File: config.mk
export PLATFORM = sky130hd
export DESIGN_NAME = ni_packetizer_flat
export DESIGN_NICKNAME = d
export VERILOG_FILES = /design/src/rtl/ni_packetizer_if.sv /design/src/rtl/ni_packetizer.sv /design/src/flat_wrapper.sv
export SDC_FILE = /design/constraint.sdc
export NUM_CORES = 1
export LEC_CHECK = 0
export CAP_MARGIN = 5
export CORE_AREA = 5 5 84 86
export DETAILED_ROUTE_END_ITERATION = 16
export DIE_AREA = 0 0 89 91
export HOLD_SLACK_MARGIN = 0.03
export PLACE_DENSITY_LB_ADDON = 0.2
export SLEW_MARGIN = 30
export SYNTH_ARGS = -nofsm -noshare
export SYNTH_HDL_FRONTEND = slang
export SYNTH_SLANG_ARGS = --single-unit
File: constraint.sdc
create_clock -name clk -period 2 [get_ports clk]
set_input_delay 0.2 -clock clk [delete_from_list [all_inputs] [get_ports clk]]
set_output_delay 0.2 -clock clk [all_outputs]
set_load 0.01 [all_outputs]
File: src/rtl/ni_packetizer_if.sv
// Handshake bundle between ni_packetizer, the attached core (cmd/payload) and the router Local port (flits).
// slave = packetizer side, master = core/router side.
interface ni_packetizer_if #(
    parameter int DATA_WIDTH = 32,
    parameter int AXIS       = 4
);
    logic                  cmd_valid;
    logic                  cmd_ready;
    logic [AXIS-1:0]       cmd_dst;
    logic [11:0]           cmd_len;
    logic                  pl_valid;
    logic                  pl_ready;
    logic [DATA_WIDTH-4:0] pl_data;
    logic [DATA_WIDTH-1:0] data_out;
    logic                  valid_out;
    logic                  ready_in;

    modport master (
        output cmd_valid, cmd_dst, cmd_len, pl_valid, pl_data, ready_in,
        input  cmd_ready, pl_ready, data_out, valid_out
    );

    modport slave (
        input  cmd_valid, cmd_dst, cmd_len, pl_valid, pl_data, ready_in,
        output cmd_ready, pl_ready, data_out, valid_out
    );
endinterface

File: src/rtl/ni_packetizer.sv
// NI transmit stage: turns (dst, len) commands plus a payload stream into header/body/tail flits for the
// router Local port. Defining NI_STATS_EN adds pkt_cnt / flit_cnt transfer counters.
module ni_packetizer #(
    parameter int DATA_WIDTH  = 32,
    parameter int AXIS        = 4,
    parameter int MAX_PAYLOAD = 4094
) (
    input  logic            clk,
    input  logic            rst,
    input  logic [AXIS-1:0] cur_addr,
    ni_packetizer_if.slave  bus,
    output logic            busy,
    output logic            len_err
`ifdef NI_STATS_EN
    ,
    output logic [15:0]     pkt_cnt,
    output logic [15:0]     flit_cnt
`endif
);

    localparam int ID_W  = 3;
    localparam int LEN_W = 12;
    localparam int PAD_W = DATA_WIDTH - ID_W - LEN_W - 2 * AXIS;

    localparam logic [ID_W-1:0]  ID_HDR  = 3'b001;
    localparam logic [ID_W-1:0]  ID_BODY = 3'b010;
    localparam logic [ID_W-1:0]  ID_TAIL = 3'b100;
    localparam logic [LEN_W-1:0] MAX_LEN = LEN_W'(MAX_PAYLOAD);

    typedef enum logic {
        S_IDLE    = 1'b0,
        S_PAYLOAD = 1'b1
    } state_t;

    state_t                state_q, state_d;
    logic [LEN_W-1:0]      rem_q, rem_d;
    logic [DATA_WIDTH-1:0] data_q, data_d;
    logic                  valid_q, valid_d;
    logic                  len_err_q, len_err_d;

    logic                  slot_free;
    logic                  cmd_ready;
    logic                  pl_ready;
    logic                  busy_w;
    logic                  cmd_fire;
    logic                  pl_fire;
    logic                  cmd_legal;
    logic [LEN_W-1:0]      hdr_len;
    logic [DATA_WIDTH-1:0] header_flit;
    logic [ID_W-1:0]       pl_id;

    // The output register may take a new flit when it is empty or its flit leaves this cycle.
    assign slot_free   = !valid_q || bus.ready_in;
    assign cmd_fire    = bus.cmd_valid && cmd_ready;
    assign pl_fire     = bus.pl_valid && pl_ready;
    assign cmd_legal   = (bus.cmd_len != '0) && (bus.cmd_len <= MAX_LEN);
    assign hdr_len     = bus.cmd_len + LEN_W'(1);
    assign header_flit = {ID_HDR, hdr_len, bus.cmd_dst, cur_addr, {PAD_W{1'b0}}};
    assign pl_id       = (rem_q == LEN_W'(1)) ? ID_TAIL : ID_BODY;

    always_ff @(posedge clk) begin
        if (rst) begin
            state_q <= S_IDLE;
        end else begin
            state_q <= state_d;
        end
    end

    always_comb begin
        state_d = state_q;
        case (state_q)
            S_IDLE: begin
                if (cmd_fire && cmd_legal) begin
                    state_d = S_PAYLOAD;
                end
            end
            S_PAYLOAD: begin
                if (pl_fire && (rem_q == LEN_W'(1))) begin
                    state_d = S_IDLE;
                end
            end
            default: state_d = S_IDLE;
        endcase
    end

    always_comb begin
        cmd_ready = 1'b0;
        pl_ready  = 1'b0;
        busy_w    = 1'b0;
        case (state_q)
            S_IDLE: begin
                cmd_ready = slot_free;
            end
            S_PAYLOAD: begin
                pl_ready = slot_free;
                busy_w   = 1'b1;
            end
            default: begin
                cmd_ready = 1'b0;
            end
        endcase
    end

    // Illegal commands are swallowed here: only the error pulse is raised, no flit is loaded.
    always_comb begin
        data_d    = data_q;
        valid_d   = valid_q;
        rem_d     = rem_q;
        len_err_d = 1'b0;
        if (slot_free) begin
            valid_d = 1'b0;
        end
        if (cmd_fire) begin
            if (cmd_legal) begin
                data_d  = header_flit;
                valid_d = 1'b1;
                rem_d   = bus.cmd_len;
            end else begin
                len_err_d = 1'b1;
            end
        end
        if (pl_fire) begin
            data_d  = {pl_id, bus.pl_data};
            valid_d = 1'b1;
            rem_d   = rem_q - LEN_W'(1);
        end
    end

    always_ff @(posedge clk) begin
        if (rst) begin
            rem_q     <= '0;
            data_q    <= '0;
            valid_q   <= 1'b0;
            len_err_q <= 1'b0;
        end else begin
            rem_q     <= rem_d;
            data_q    <= data_d;
            valid_q   <= valid_d;
            len_err_q <= len_err_d;
        end
    end

    assign bus.cmd_ready = cmd_ready;
    assign bus.pl_ready  = pl_ready;
    assign bus.data_out  = data_q;
    assign bus.valid_out = valid_q;
    assign busy          = busy_w;
    assign len_err       = len_err_q;

`ifdef NI_STATS_EN
    localparam int N_CNT = 2;

    logic             flit_xfer;
    logic [N_CNT-1:0] cnt_inc;
    logic [15:0]      cnt_out [N_CNT];

    assign flit_xfer  = valid_q && bus.ready_in;
    assign cnt_inc[0] = flit_xfer && (data_q[DATA_WIDTH-1 -: ID_W] == ID_TAIL);
    assign cnt_inc[1] = flit_xfer;

    // Counter 0 counts completed packets (tail transfers), counter 1 counts every flit; both wrap.
    for (genvar gi = 0; gi < N_CNT; gi++) begin : g_cnt
        logic [15:0] cnt_q, cnt_d;

        always_comb begin
            cnt_d = cnt_q;
            if (cnt_inc[gi]) begin
                cnt_d = cnt_q + 16'd1;
            end
        end

        always_ff @(posedge clk) begin
            if (rst) begin
                cnt_q <= '0;
            end else begin
                cnt_q <= cnt_d;
            end
        end

        assign cnt_out[gi] = cnt_q;
    end

    assign pkt_cnt  = cnt_out[0];
    assign flit_cnt = cnt_out[1];
`endif

endmodule

File: src/flat_wrapper.sv
// flat-port wrapper written by rule: the top's interface ports become plain ports
module ni_packetizer_flat 
#(
    parameter int DATA_WIDTH  = 32,
    parameter int AXIS        = 4,
    parameter int MAX_PAYLOAD = 4094
)
  (clk, rst, cur_addr, busy, len_err, bus_cmd_valid, bus_cmd_dst, bus_cmd_len, bus_pl_valid, bus_pl_data, bus_ready_in, bus_cmd_ready, bus_pl_ready, bus_data_out, bus_valid_out);
  ni_packetizer_if #(.DATA_WIDTH(DATA_WIDTH), .AXIS(AXIS)) bus_i ();
  input  logic clk;
  input  logic rst;
  input  logic [AXIS-1:0] cur_addr;
  output logic busy;
  output logic len_err;
  input wire logic [$bits(bus_i.cmd_valid)-1:0] bus_cmd_valid;
  input wire logic [$bits(bus_i.cmd_dst)-1:0] bus_cmd_dst;
  input wire logic [$bits(bus_i.cmd_len)-1:0] bus_cmd_len;
  input wire logic [$bits(bus_i.pl_valid)-1:0] bus_pl_valid;
  input wire logic [$bits(bus_i.pl_data)-1:0] bus_pl_data;
  input wire logic [$bits(bus_i.ready_in)-1:0] bus_ready_in;
  output wire logic [$bits(bus_i.cmd_ready)-1:0] bus_cmd_ready;
  output wire logic [$bits(bus_i.pl_ready)-1:0] bus_pl_ready;
  output wire logic [$bits(bus_i.data_out)-1:0] bus_data_out;
  output wire logic [$bits(bus_i.valid_out)-1:0] bus_valid_out;
  assign bus_i.cmd_valid = bus_cmd_valid;
  assign bus_i.cmd_dst = bus_cmd_dst;
  assign bus_i.cmd_len = bus_cmd_len;
  assign bus_i.pl_valid = bus_pl_valid;
  assign bus_i.pl_data = bus_pl_data;
  assign bus_i.ready_in = bus_ready_in;
  assign bus_cmd_ready = bus_i.cmd_ready;
  assign bus_pl_ready = bus_i.pl_ready;
  assign bus_data_out = bus_i.data_out;
  assign bus_valid_out = bus_i.valid_out;
  ni_packetizer #(.DATA_WIDTH(DATA_WIDTH), .AXIS(AXIS), .MAX_PAYLOAD(MAX_PAYLOAD)) u_core (.clk(clk), .rst(rst), .cur_addr(cur_addr), .bus(bus_i), .busy(busy), .len_err(len_err));
endmodule
==> flow_summary.ini, run 1 <==
[run_status]
status = completed

[pwr]
finalPower_mw = 2.49
powerDensity_nw_per_um2 = 635
vdd_drop_max_uv = 413
p_leak_nw = 1.54

[clock_network]
clock_path_buffers = 2
clock_latency_ps = 300
cts-root-buf = clkbuf_8
ctsHoldBuffers = 0
h-tree-depth = 2
cts_made_buffers = 5
clk_pin_slew_ps = 90
cts_sinks = 47
cts_tree = yes

[placement]
post-dp-hpwl_um = 5660
place_ws_ps = -607
placed_cells = 489
io_buffers = 90
gp_congestion = 0.928

[floorplan]
die_area_um2 = 8100
die_height_um = 91
io_pins = 91
fp.coreArea_um2 = 6200
start_util = 0.377
fp.dieW_um = 89
rows = 29

[global_routing]
grtUsageTotal = 0.190
antenna_found_initial = 0
grt_pass1_wl_um = 12400
grt_pass1_vias = 2463
grt_max_degree = 48
grt-ovfl-total = 0

[routing]
vias_per_cell = 5.17
drt_iter0_markers = 155
drtAntennaViolNets = 0
vias = 2598
drcViolationCount = 0
avgRoutedWirePerCell_um = 15.6
drtPass1Iterations = 4
drt_wl_total_um = 7840

[yosys]
yosysTopAreaCell = dfxtp_1
seq_area_frac_synth = 0.402
yosys.cell_types.count = 44
async_reset_ff_frac = 0
yosys.cell_count.top_type = nor2_1
ys_ff_latch = 47
syn_inst = 287
synth_ff_type = dfxtp_1
synth.area.top_cells = dfxtp_1 (40%), nor2_1 (7.7%), nand2_1 (5.8%)
avgSynthCellArea_um2 = 8.15
synth_edf_count = 0
synth_common_cells = nor2_1 (48), dfxtp_1 (47), nand2_1 (36)
synth_top_area_frac = 0.402
syn_nets = 346
yosysWarnings = 0
syn_area_um2 = 2340

[timing]
rsz0062_at_grt = false
timing.fmax_mhz = 515
finalCritPeriodShare = 0.971
finClkSkew_ps = 6.57
finalSetupViolCount = 0
slew_violations = 0
fin_setup_tns_ps = 0
tightest_slew_ps = 360
fin_crit_ps = 1940
final-hold-violation-count = 0
relSlewSlack = 0.754
setup_ws_ps = 58.4

[setup_path]
crit_path_end_kind = flip-flop
critPathLaunchType = input pin
worst-path-max-fanout = 5
critPathRequiredTime_ps = 2170
crit_arrival_ps = 2110
critPathKind = input pin to flip-flop

[final_layout]
fillers = 533
layout-drive-gt1-share = 0.195
final_cell_count_no_fill = 503
finish.net_count = 484
antenna_cells = 0
fin_util = 0.632
syn2layout_area_growth_pct = 67.7

[run]
maxCapViolCount = 0

[hold_path]
hold_class = input pin to flip-flop
-- cells in the final DEF (no fill, tap or decap), types with 6 or more instances in the layout --
cell              n
nand3_1          10
nor3_1            8
dlygate4sd2_1     8
a31oi_1           6
buf_4            52
a22oi_1           9
nor2_1           47
a21oi_1          19
xnor2_1           8
clkdlybuf4s50_1  79
a311oi_1         10
dfxtp_1          47
nand2_1          36
-- worst max-delay path: stages --
cell	delay, ps
clkdlybuf4s50_1	540
nor3_1	80
and3_1	220
buf_4	150
o31ai_4	320
buf_4	200
nor2_1	40
a2111oi_0	350
-- final cells by class --
type | instances | area (um^2) | share of cell area
clock inverter | 2 | 12.5 | 0.00319
sequential | 47 | 941 | 0.240
clock buffer | 6 | 72.6 | 0.0185
multi-input combinational | 216 | 1360 | 0.347
tap | 77 | 96.3 | 0.0246
inverter | 6 | 22.5 | 0.00574
timing repair buffer | 149 | 1420 | 0.361
-- sequential cells by signal, summed over array words and instances (netlist names) --
signal and flops:
u_core.bus.data_out 32, u_core.bus.valid_out 1, u_core.len_err 1, u_core.rem_q 12, u_core.state_q 1
-- per-stage QoR --
step	hold slack (ps)	area [um^2]
2_1_floorplan	336	2340
3_3_place_gp	440	3710
3_5_place_dp	449	3720
4_1_cts	374	3860
5_1_grt	367	3920
6_report	348	3920
-- logic make-up after synthesis --
logic type               share of synthesized area
AND/OR/NAND/NOR                              0.271
AO/OA/AOI/OAI                                0.221
flip-flops                                   0.402
buffers and inverters                       0.0412
XOR/XNOR                                    0.0374
adder cells (fa/ha/maj)                     0.0267
-- worst paths after layout --
path | start | to | slack, ps | cells past startpoint
hold / removal | bus_cmd_len[8] | u_core.rem_q[8] | 350 | 3
setup / recovery | bus_cmd_len[11] | u_core.bus.data_out[19] | 60 | 8
hold reg to reg | u_core.bus.data_out[31] | u_core.bus.data_out[31] | 460 | 2
setup reg to reg | u_core.rem_q[2] | u_core.rem_q[11] | 120 | 5
-- layer usage --
metal	share of wire	track usage	wire length [um]	up-vias
met2	0.46	0.296	3640	89
met1	0.45	0.260	3520	1182
met5	0	0	0	-
met4	0.011	0.0533	84	0
met3	0.075	0.0489	590	9
li1	-	-	-	1318
-- report_power, final --
| part | internal, mW | switching [mW] | total (mW) |
|---|---|---|---|
| Combinational | 0.467 | 0.382 | 0.849 |
| Sequential | 1.02 | 0.0495 | 1.07 |
| Clock | 0.245 | 0.329 | 0.574 |
| Total | 1.73 | 0.760 | 2.49 |
-- timing repair --
item                       CTS  global route
pin swaps                    3             5
gates cloned                 1             0
setup buffers                3             2
resized for setup           15            11
setup endpoints to repair   45            34
No activity file was read; power rests on OpenSTA's default activity.
==> run 2, diff against run 1 <==
--- a/config.mk
+++ b/config.mk
@@ -6,9 +6,11 @@
 export NUM_CORES = 1
 export LEC_CHECK = 0
 export CAP_MARGIN = 5
-export CORE_AREA = 5 5 84 86
+export CELL_PAD_IN_SITES_DETAIL_PLACEMENT = 1
+export CELL_PAD_IN_SITES_GLOBAL_PLACEMENT = 1
+export CORE_AREA = 5 5 93 95
 export DETAILED_ROUTE_END_ITERATION = 16
-export DIE_AREA = 0 0 89 91
+export DIE_AREA = 0 0 98 100
 export HOLD_SLACK_MARGIN = 0.03
 export PLACE_DENSITY_LB_ADDON = 0.2
 export SLEW_MARGIN = 30
==> constraint.sdc (replaced) <==
create_clock -name clk -period 1.95 [get_ports clk]
set_input_delay 0.195 -clock clk [delete_from_list [all_inputs] [get_ports clk]]
set_output_delay 0.195 -clock clk [all_outputs]
set_load 0.01 [all_outputs]
==> run 2 against run 1 <==
Clock-buffer cell count rose by 1. Sequential share of layout area down 0.41 points. Critical path type unchanged. Critical path depth fell by 1. Final area increased by 1.7%. Global-route usage fell by 0.65 points. Cell count grew 5.2%. Largest power group unchanged. Clock skew is 0.78 ps higher. Non-clock buffer count increased by 1. Register-to-register slack lost 50 ps. Largest cell class unchanged. Via count increased by 2.8%.
==> flow_summary.ini, run 2 (synthesis gave the netlist of run 1 again) <==
[run_status]
status = completed

[floorplan]
io_pins = 91
die_area_um2 = 9800
fp.coreArea_um2 = 7650
fp.dieW_um = 98
die_height_um = 100
start_util = 0.306
rows = 32

[setup_path]
crit_path_end_kind = flip-flop
r2r_end = u_core.rem_q[11]
r2r_setup_slack_ps = 70
critPathKind = input pin to flip-flop
crit_arrival_ps = 2150
worst-path-max-fanout = 9
r2r_start = u_core.rem_q[2]
ff2ff_path_depth = 5
critPathRequiredTime_ps = 2170
critPathLaunchType = input pin

[final_layout]
fin_util = 0.522
antenna_cells = 0
layout-drive-gt1-share = 0.211
fillers = 906
largest_reg_flops = 32
final_common_cell = clkdlybuf4s50_1
final_cell_mix = clkdlybuf4s50_1 (82), buf_4 (55), nor2_1 (47), dfxtp_1 (47), nand2_1 (36)
fin_area_um2 = 3990
finish.net_count = 485
syn2layout_area_growth_pct = 70.6

[routing]
drtAntennaViolNets = 0
drcViolationCount = 0
vias_per_cell = 5.05
drt_iter0_markers = 122
avgRoutedWirePerCell_um = 17.3
drt_wl_total_um = 9170
vias = 2672
drtPass1Iterations = 4

[global_routing]
grtUsageTotal = 0.184
grt_pass1_vias = 2923
grt.met3_usage = 0.0452
grt-busiest-layer = met2
antenna_found_initial = 0
grt_pass1_wl_um = 14600
grt-ovfl-total = 0
grt_use_met2 = 0.314
grt_max_degree = 30
met1_usage = 0.229

[clock_network]
clock_latency_ps = 300
h-tree-depth = 2
cts_sinks = 47
clk_pin_slew_ps = 90
clock_path_buffers = 2
cts-root-buf = clkbuf_8
cts_made_buffers = 5
cts_tree = yes

[timing]
finalCritPeriodShare = 0.986
final-hold-violation-count = 0
fin_setup_tns_ps = 0
timing.fmax_mhz = 520
finClkSkew_ps = 7.34
fin_crit_ps = 1920
tightest_slew_ps = 623
relSlewSlack = 0.585
finalSetupViolCount = 0
slew_violations = 0

[hold_path]
hold_end = u_core.bus.data_out[2]
min-delay-start = rst
hold_class = input pin to flip-flop
hold_depth = 2

[run]
maxCapViolCount = 0

[pwr]
powerDensity_nw_per_um2 = 666
p_leak_nw = 1.57
finalPower_mw = 2.66
vdd_drop_max_uv = 311

[placement]
post_dp_cell_area_um2 = 3750
gp_congestion = 0.838
post-dp-hpwl_um = 6810
io_buffers = 90
==> run 2: per-layer routing <==
layer,vias up,wire length (um)
met1,1273,4110
met5,-,0
met4,0,135
met2,71,4430
li1,1319,-
met3,9,493
==> run 2: timing repair <==
item / 4_1_cts / 5_1_grt
setup buffers: 1 / 2
setup endpoints to repair: 25 / 44
cloned: 1 / 0
resized for setup: 6 / 19
pin swaps: 2 / 2
hold buffers: 0 / 0
==> run 2: worst max-delay path by stage <==
stage | from | cells after the start | to
after floorplan | u_core.rem_q[2] | 6 | u_core.rem_q[11]
after global placement | bus_cmd_len[0] | 8 | u_core.rem_q[11]
after detailed placement | bus_cmd_len[0] | 9 | u_core.bus.data_out[21]
after CTS | u_core.rem_q[2] | 5 | u_core.rem_q[11]
after global routing | bus_cmd_len[0] | 9 | u_core.rem_q[10]
final | bus_cmd_len[11] | 7 | u_core.rem_q[10]
==> run 2: area by class of cell <==
type / count / area [um^2] / share of cell area
inverter: 6 / 22.5 / 0.00564
timing repair buffer: 150 / 1420 / 0.355
sequential: 47 / 941 / 0.236
tap: 102 / 128 / 0.0320
multi-input combinational: 216 / 1380 / 0.345
clock inverter: 1 / 7.51 / 0.00188
clock buffer: 7 / 96.3 / 0.0241
==> run 2: critical path, stage by stage <==
cell and delay (ps):
clkdlybuf4s50_1 530, nand3b_1 150, or4_4 560, a31oi_4 280, buf_12 170, o21ai_1 80
a21oi_1 170
==> run 2: power breakdown <==
group / internal [mW] / switching (mW) / total, mW / leakage [nW]
Combinational: 0.481 / 0.407 / 0.887 / 1.13
Sequential: 1.05 / 0.0613 / 1.11 / 0.387
Clock: 0.323 / 0.340 / 0.663 / 0.0505
Total: 1.85 / 0.808 / 2.66 / 1.57
==> run 2: metrics by stage <==
step	hold WS, ps	cells	worst slack [ps]
CTS	373	527	-8.43
global placement	442	517	-329
global route	398	529	-6.44
floorplan	331	287	11.5
finish	396	529	27.8
detailed placement	456	517	-377
==> run 3, diff against run 2 <==
--- a/config.mk
+++ b/config.mk
@@ -5,7 +5,7 @@
 export SDC_FILE = /design/constraint.sdc
 export NUM_CORES = 1
 export LEC_CHECK = 0
-export CAP_MARGIN = 5
+export CAP_MARGIN = 20
 export CELL_PAD_IN_SITES_DETAIL_PLACEMENT = 1
 export CELL_PAD_IN_SITES_GLOBAL_PLACEMENT = 1
 export CORE_AREA = 5 5 93 95
==> results of run 3 <==
The final DEF is identical to that of run 2; final timing and power are the same.
